## src/rtl/iterative_fpd.sv

```systemverilog
// rtl/iterative_fpd.sv - sequential single-precision FP divider, restoring one quotient bit per cycle
module iterative_fpd #(
    parameter int N = 32
) (
    input  logic         clk,
    input  logic         reset,
    input  logic         in_valid,
    output logic         in_ready,
    input  logic [N-1:0] A,
    input  logic [N-1:0] B,
    output logic         out_valid,
    input  logic         out_ready,
    output logic [N-1:0] result,
    output logic         overflow,
    output logic         underflow,
    output logic         div_by_zero
);

    typedef enum logic [1:0] {
        IDLE = 2'd0,
        DIV  = 2'd1,
        NORM = 2'd2,
        DONE = 2'd3
    } state_t;

    localparam logic [4:0] LAST_ITER = 5'd24;

    state_t      state_q;
    state_t      state_d;

    logic        sign_q;
    logic        a_zero_q;
    logic        b_zero_q;
    logic [7:0]  ea_q;
    logic [7:0]  eb_q;
    logic [23:0] mb_q;
    logic [24:0] rem_q;
    logic [24:0] quo_q;
    logic [4:0]  cnt_q;

    logic        rem_ge;
    logic [24:0] rem_sub;
    logic [24:0] rem_next;
    logic [9:0]  er;
    logic [22:0] mr;
    logic        er_high;
    logic        er_low;

    // State register; reset discards any operation in flight.
    always_ff @(posedge clk or negedge reset) begin
        if (!reset) begin
            state_q <= IDLE;
        end else begin
            state_q <= state_d;
        end
    end

    // Next-state and handshake outputs.
    always_comb begin
        state_d   = state_q;
        in_ready  = 1'b0;
        out_valid = 1'b0;
        case (state_q)
            IDLE: begin
                in_ready = 1'b1;
                if (in_valid) begin
                    state_d = DIV;
                end
            end
            DIV: begin
                if (cnt_q == LAST_ITER) begin
                    state_d = NORM;
                end
            end
            NORM: begin
                state_d = DONE;
            end
            DONE: begin
                out_valid = 1'b1;
                if (out_ready) begin
                    state_d = IDLE;
                end
            end
            default: begin
                state_d = IDLE;
            end
        endcase
    end

    // One restoring step: compare, conditionally subtract, shift left.
    always_comb begin
        rem_ge   = (rem_q >= {1'b0, mb_q});
        rem_sub  = rem_ge ? (rem_q - {1'b0, mb_q}) : rem_q;
        rem_next = {rem_sub[23:0], 1'b0};
    end

    // Normalisation: q[24] set means the quotient is in [1,2), else in [0.5,1).
    always_comb begin
        er      = {2'b00, ea_q} - {2'b00, eb_q} + (quo_q[24] ? 10'd127 : 10'd126);
        mr      = quo_q[24] ? quo_q[23:1] : quo_q[22:0];
        er_high = ($signed(er) > $signed(10'sd254));
        er_low  = ($signed(er) < $signed(10'sd1));
    end

    // Operand capture, iteration and result registers.
    always_ff @(posedge clk or negedge reset) begin
        if (!reset) begin
            sign_q      <= 1'b0;
            a_zero_q    <= 1'b0;
            b_zero_q    <= 1'b0;
            ea_q        <= 8'd0;
            eb_q        <= 8'd0;
            mb_q        <= 24'd0;
            rem_q       <= 25'd0;
            quo_q       <= 25'd0;
            cnt_q       <= 5'd0;
            result      <= '0;
            overflow    <= 1'b0;
            underflow   <= 1'b0;
            div_by_zero <= 1'b0;
        end else begin
            case (state_q)
                IDLE: begin
                    if (in_valid) begin
                        sign_q   <= A[31] ^ B[31];
                        // A zero exponent covers true zero and flushed denormals alike.
                        a_zero_q <= (A[30:23] == 8'd0);
                        b_zero_q <= (B[30:23] == 8'd0);
                        ea_q     <= A[30:23];
                        eb_q     <= B[30:23];
                        mb_q     <= {1'b1, B[22:0]};
                        rem_q    <= {2'b01, A[22:0]};
                        quo_q    <= 25'd0;
                        cnt_q    <= 5'd0;
                    end
                end
                DIV: begin
                    rem_q <= rem_next;
                    quo_q <= {quo_q[23:0], rem_ge};
                    cnt_q <= cnt_q + 5'd1;
                end
                NORM: begin
                    overflow    <= 1'b0;
                    underflow   <= 1'b0;
                    div_by_zero <= 1'b0;
                    if (b_zero_q) begin
                        result      <= {sign_q, 8'hFF, 23'd0};
                        div_by_zero <= 1'b1;
                    end else if (a_zero_q) begin
                        result <= '0;
                    end else if (er_high) begin
                        result   <= {sign_q, 8'hFF, 23'd0};
                        overflow <= 1'b1;
                    end else if (er_low) begin
                        result    <= '0;
                        underflow <= 1'b1;
                    end else begin
                        result <= {sign_q, er[7:0], mr};
                    end
                end
                default: begin
                end
            endcase
        end
    end

endmodule

```

## config.mk

```make
export PLATFORM = sky130hd
export DESIGN_NAME = iterative_fpd
export DESIGN_NICKNAME = d
export VERILOG_FILES = /design/src/rtl/iterative_fpd.sv
export SDC_FILE = /design/constraint.sdc
export NUM_CORES = 1
export LEC_CHECK = 0
export BUFFER_PORTS_ARGS = -buffer_cell sky130_fd_sc_hd__buf_2
export CELL_PAD_IN_SITES_DETAIL_PLACEMENT = 0
export CELL_PAD_IN_SITES_GLOBAL_PLACEMENT = 1
export CORE_MARGIN = 5
export CORE_UTILIZATION = 30
export CTS_CLUSTER_DIAMETER = 50
export CTS_CLUSTER_SIZE = 14
export DETAILED_ROUTE_END_ITERATION = 7
export PLACE_DENSITY = 0.58
export SETUP_SLACK_MARGIN = 0.2
export SLEW_MARGIN = 40
export SYNTH_ARGS = -nofsm -noshare
export SYNTH_HDL_FRONTEND = slang
export SYNTH_SLANG_ARGS = --single-unit
```

## constraint.sdc

```tcl
create_clock -name clk -period 9 [get_ports clk]
set_input_delay 0.45 -clock clk [delete_from_list [all_inputs] [get_ports clk]]
set_output_delay 0.45 -clock clk [all_outputs]
set_load 0.02 [all_outputs]
```

# Word level (Yosys, flattened, before mapping)
# Cells that the tools add are included.
# word_totals
reg_bits,135
latch_bits,0
mem_bits_rw,0
rom_bits,0
inputBits,68
output_inout_bits,37
n_memories,0
# op_classes
n_addsub,4
n_mul,0
div_mod_pow,0
order_cmp,3
n_eq_ne,7
shift,0
n_mux,27
n_bitwise,1
reduce_logical,7
# op_table
operator,count
$mux W32,4
$pmux W25 S2,2
$mux W25,2
$ge A25 B24 Y1,1
$mux W24,1
$sub A24 B24 Y24,1
$mux W23,1
$logic_not A8 Y1,2
$mux W1,11
$add A9 B8 Y10,1
$gt A10 B9 Y1 const B,1
$lt A10 B2 Y1 const B,1
$pmux W5 S2,1
$sub A8 B8 Y9,1
$pmux W2 S4,1
$mux W2,3
$ne A2 B2 Y1 const B,3
$add A5 B1 Y5 const B,1
$eq A5 B5 Y1 const B,1
$mux W5,1
$eq A2 B2 Y1 const B,2
$reduce_and A2 Y1,2
$reduce_and A3 Y1,1
$eq A2 B1 Y1 const B,1
other kinds (3),3

# Logic depth before layout (Yosys ltp)
# logic_depth
word_depth,7
ltp_mapped,15
depth_no_buf,14

# Worst setup path before layout
# No wires, ideal clock.
# synth_path
path_kind,register to register
start,reg ea_q[0]
end,reg result[10]
setup_ns,0.081
arrival_ns,2.931
required_ns,8.919
setup_slack_ns,5.987
path_stages_with_launch,15
period_less_slack_ns,3.013
path_cell_list,dfrtp_1 -> inv_1 -> ha_1 -> inv_1 -> fa_1 -> a211oi_4 -> nor2_4 -> xnor2_2 -> nor3_4 -> mux2_2 -> a311o_1 -> nand3_1 -> nand2_2 -> buf_6 -> o22ai_2
# synth_via
elab_chain_len,7
elab_cells_between_ends,8
classes_between,add/sub: 2; order compare: 2; mux: 4
# synth_rtl
element,line,rtl
start: declaration,34,logic [7:0] ea_q;
start signal: assignment,129,ea_q <= A[30:23];
$sub A8 B8 Y9 (*),99,"er = {2'b00, ea_q} - {2'b00, eb_q} + (quo_q[24] ? 10'd127 : 10'd126);"
$add A9 B8 Y10 (*),99,
$lt A10 B2 Y1,102,er_low = ($signed(er) < $signed(10'sd1));
$mux W32,154,end else if (er_low) begin
$mux W32 (*),151,end else if (er_high) begin
$mux W32 (*),149,end else if (a_zero_q) begin
$mux W32 (*),146,if (b_zero_q) begin
end signal: assignment,147,"result <= {sign_q, 8'hFF, 23'd0};"
end signal: assignment,152,"result <= {sign_q, 8'hFF, 23'd0};"
end signal: assignment,158,"result <= {sign_q, er[7:0], mr};"
end: declaration,13,"output logic [N-1:0] result,"
# Every way passes the cells marked *; elsewhere a longest branch is shown, timed or not.
# A chain may end at the register's enable or synchronous reset.

# Final worst setup path
# layout_path
start,reg ea_q[0]
end,reg result[2]
# Same word-level chain as after synthesis.

==> run_results.csv <==
group,metric,value,unit
status,status,"finished, final reports clean",
timing,fmax,0.2846,GHz
yosys,ys_warn_count,0,
clock_network,hold_buffers,0,
route,drtPass1Iterations,4,
yosys,ys.flop_type,"dfrtp_1",
yosys,synthArstFlopShare,100.0,%
timing,hold_violations,0,
route,ant_nets,0,
timing,min_period_over_period,39.04,%
placed_design,gp_congestion,0.8040,
timing,timing.hold.ws,0.01114,ns
setup_path,timing.critical_path.cells,"inv_1 > ha_1 > inv_1 > fa_1 > a211oi_4 > o21ai_1 > a21o_1 > a21oi_1 > nor2b_1 > nor4_2 > nand2_2 > o22ai_1",
yosys,yosysTopAreaCell,"dfrtp_1",
yosys,synthCells,770,
global_routing,gr-usage-all-layers,13.30,%
yosys,netlist_top_cells_area,"dfrtp_1 43%, ha_1 6.3%, mux2_2 6.0%",
final_layout,antenna-diode-count,0,
route,drt_iter0_markers,211,
floorplan,die-area,29810,um^2
timing,period_minus_slack,3.513,ns
floorplan,fp-row-count,59,
floorplan,core_area,26060,um^2
setup_path,crit_type,"reg2reg",
setup_path,cpMostUsedCell,"inv_1",
route,viasPerCell,4.919,
timing,setup_viol,0,
setup_path,path_max_fanout,23,
floorplan,die_h,172.7,um
timing,clock_skew,0.01458,ns
setup_path,required,9.26,ns
clock_network,clk_latency,0.42,ns
yosys,synth_area_per_cell,10.31,um^2
route,routed_wl,19900,um
clock_network,post_cts_resized,0,
route,wl_per_cell,16.37,um
timing,worstMarginPinSlew,0.7253,ns
yosys,syn_area,7936,um^2
clock_network,clkSlewWorstSetupHoldPaths,0.06,ns
final_layout,final_util,35.97,%
timing,tns,0,ns
clock_network,h-tree-depth,4,
clock_network,tritoncts,"built",
route,num_vias,5977,
timing,rsz0062_at_grt,"no",
floorplan,start_util,30.46,%
floorplan,dieWidth,172.7,um
timing,max_slew_margin,51.65,%
yosys,synth_edf_count,0,
global_routing,grt_pass1_vias,6102,
yosys,synth-seq-cells,135,
power,total_leakage_power,4.274,nW
setup_path,slowest_stage,"a21oi_1",
yosys,synth_top_area_share,42.57,%
hold_path,hold_class,"in2async",
placed_design,place_hpwl,14160,um
clock_network,cts_buffer_depth,2,
setup_path,cp.arrival,3.77,ns
placed_design,port_buffers,104,
setup_path,start_kind,"register",
yosys,ys_seq_area_share,42.57,%
job,cap_violations,0,
yosys,synth_cell_types,66,
power,power.total,0.004283,W
setup_path,worst_setup_path_end_kind,"register",
final_layout,fill_cells,2681,
route,drc_errors,0,
global_routing,grt_pass1_wl,32590,um
setup_path,critPathMaxStageDelay,0.54,ns
final_layout,fin_nets,977,
global_routing,antenna_found_initial,0,
clock_network,post_cts_buffers,0,
final_layout,layout-drive-gt1-share,25.91,%
yosys,synth_nets,880,
clock_network,numCtsBuffers,17,
placed_design,pre_cts_ws,5.434,ns
floorplan,io_pins,105,
power,irDropWorstVdd,0.0001790,V
timing,drv_slew,0,
global_routing,grt-ovfl-total,0,
clock_network,cts_root_buffer,"clkbuf_16",
timing,setup_ws,5.487,ns
final_layout,syn2layout_area_growth,18.11,%
power,pwr_density_cell,456.9,nW/um^2
global_routing,grt_max_degree,76,
clock_network,cts_sinks,135,
## placed cells by master, fill, tap and decap left out, drive strengths merged, types with 5 or more instances in the layout
cell	count
nor2	42
inv	84
mux2i	38
a22oi	14
nand4	8
xnor2	19
o21ai	44
nand3	10
nand2b	5
a22o	25
clkbuf	20
a21oi	29
nor3	14
o211ai	5
nor2b	7
a31oi	5
buf	111
o22ai	30
clkinv	7
a211oi	17
ha	40
o21a	6
a21o	14
xor2	11
dfrtp	135
mux2	42
and3	8
nor4	5
nand2	41
## final cells by class
type                       count  area, um^2  share of cell area (%)
clock buffer                  20       446.7                   4.765
clock inverter                12       121.4                   1.295
inverter                      81       304.0                   3.243
multi-input combinational    521        4121                   43.97
sequential                   135        3378                   36.04
tap                          335       419.2                   4.471
timing repair buffer         111       583.1                   6.220
## per-layer routing
metal	GRT usage (%)	vias up	wire length (um)
li1	-	2977	-
met1	18.73	2897	9886
met2	20.98	90	9133
met3	2.904	13	703
met4	3.177	0	172
met5	0	-	0
## synthesized netlist by cell type (4+ instances only)
cell / n
buf_1: 4
ha_1: 40
nand2_1: 40
o22ai_2: 21
nor3_1: 13
xnor2_1: 16
nand2b_1: 5
nand3_1: 10
o21ai_0: 38
inv_1: 81
a22oi_1: 14
o21a_1: 6
nand4_1: 8
dfrtp_1: 135
mux2i_1: 38
a21o_1: 14
nor4_1: 4
o22ai_1: 9
mux2_2: 42
a31oi_1: 5
nor2_1: 40
o211ai_1: 4
a22o_1: 25
clkbuf_1: 23
xor2_1: 11
and3_1: 8
nor2b_1: 7
a21oi_1: 28
a211oi_1: 13
o21ai_1: 6
## sequential cells by signal, indices dropped and copies added (netlist names), 2 cells and up
signal	cells
eb_q	8
ea_q	8
result	32
cnt_q	5
state_q	2
mb_q	24
rem_q	25
quo_q	25
## worst max-delay path: cells and delay by family, from the launching register on
family / cells / cell delay, ns
AOI/OAI and AO/OA: 5 / 1.39
DFF: 1 / 0.37
adders and majority gates: 2 / 0.60
buffers and inverters: 2 / 0.11
and+or+nand+nor: 3 / 0.86
## path summary, 6_finish.rpt
check	start	to	slack (ns)	depth (start not counted)
max	ea_q[0]	result[2]	5.49	12
min	reset	div_by_zero	0.01	1
max reg2reg	ea_q[0]	result[2]	5.49	12
min reg2reg	mb_q[23]	mb_q[23]	0.45	2
max in group asynchronous	reset	rem_q[12]	7.86	2
min in group clk	A[0]	rem_q[0]	0.25	3
## power by group
| part | internal [W] | switching [W] | total, W |
|---|---|---|---|
| registers | 0.000808 | 0.000128 | 0.000936 |
| logic | 0.00108 | 0.00160 | 0.00267 |
| clock network | 0.000392 | 0.000282 | 0.000674 |
## stage by stage
step | instances | cell area, um^2
after floorplan | 770 | 7936
after global placement | 1183 | 8793
after detailed placement | 1183 | 8806
after CTS | 1215 | 9374
after global routing | 1215 | 9374
final | 1215 | 9374
## cell families after synthesis
family / count (synthesis) / share of synthesized area [%]
buffers and inverters: 114 / 5.723
AO/OA/AOI/OAI: 217 / 20.98
flip-flops: 135 / 42.57
multiplexers: 80 / 10.75
XOR/XNOR: 30 / 3.594
adder cells (fa/ha/maj): 42 / 6.811
AND/OR/NAND/NOR: 152 / 9.570
Power figures use the tool's default switching activity.
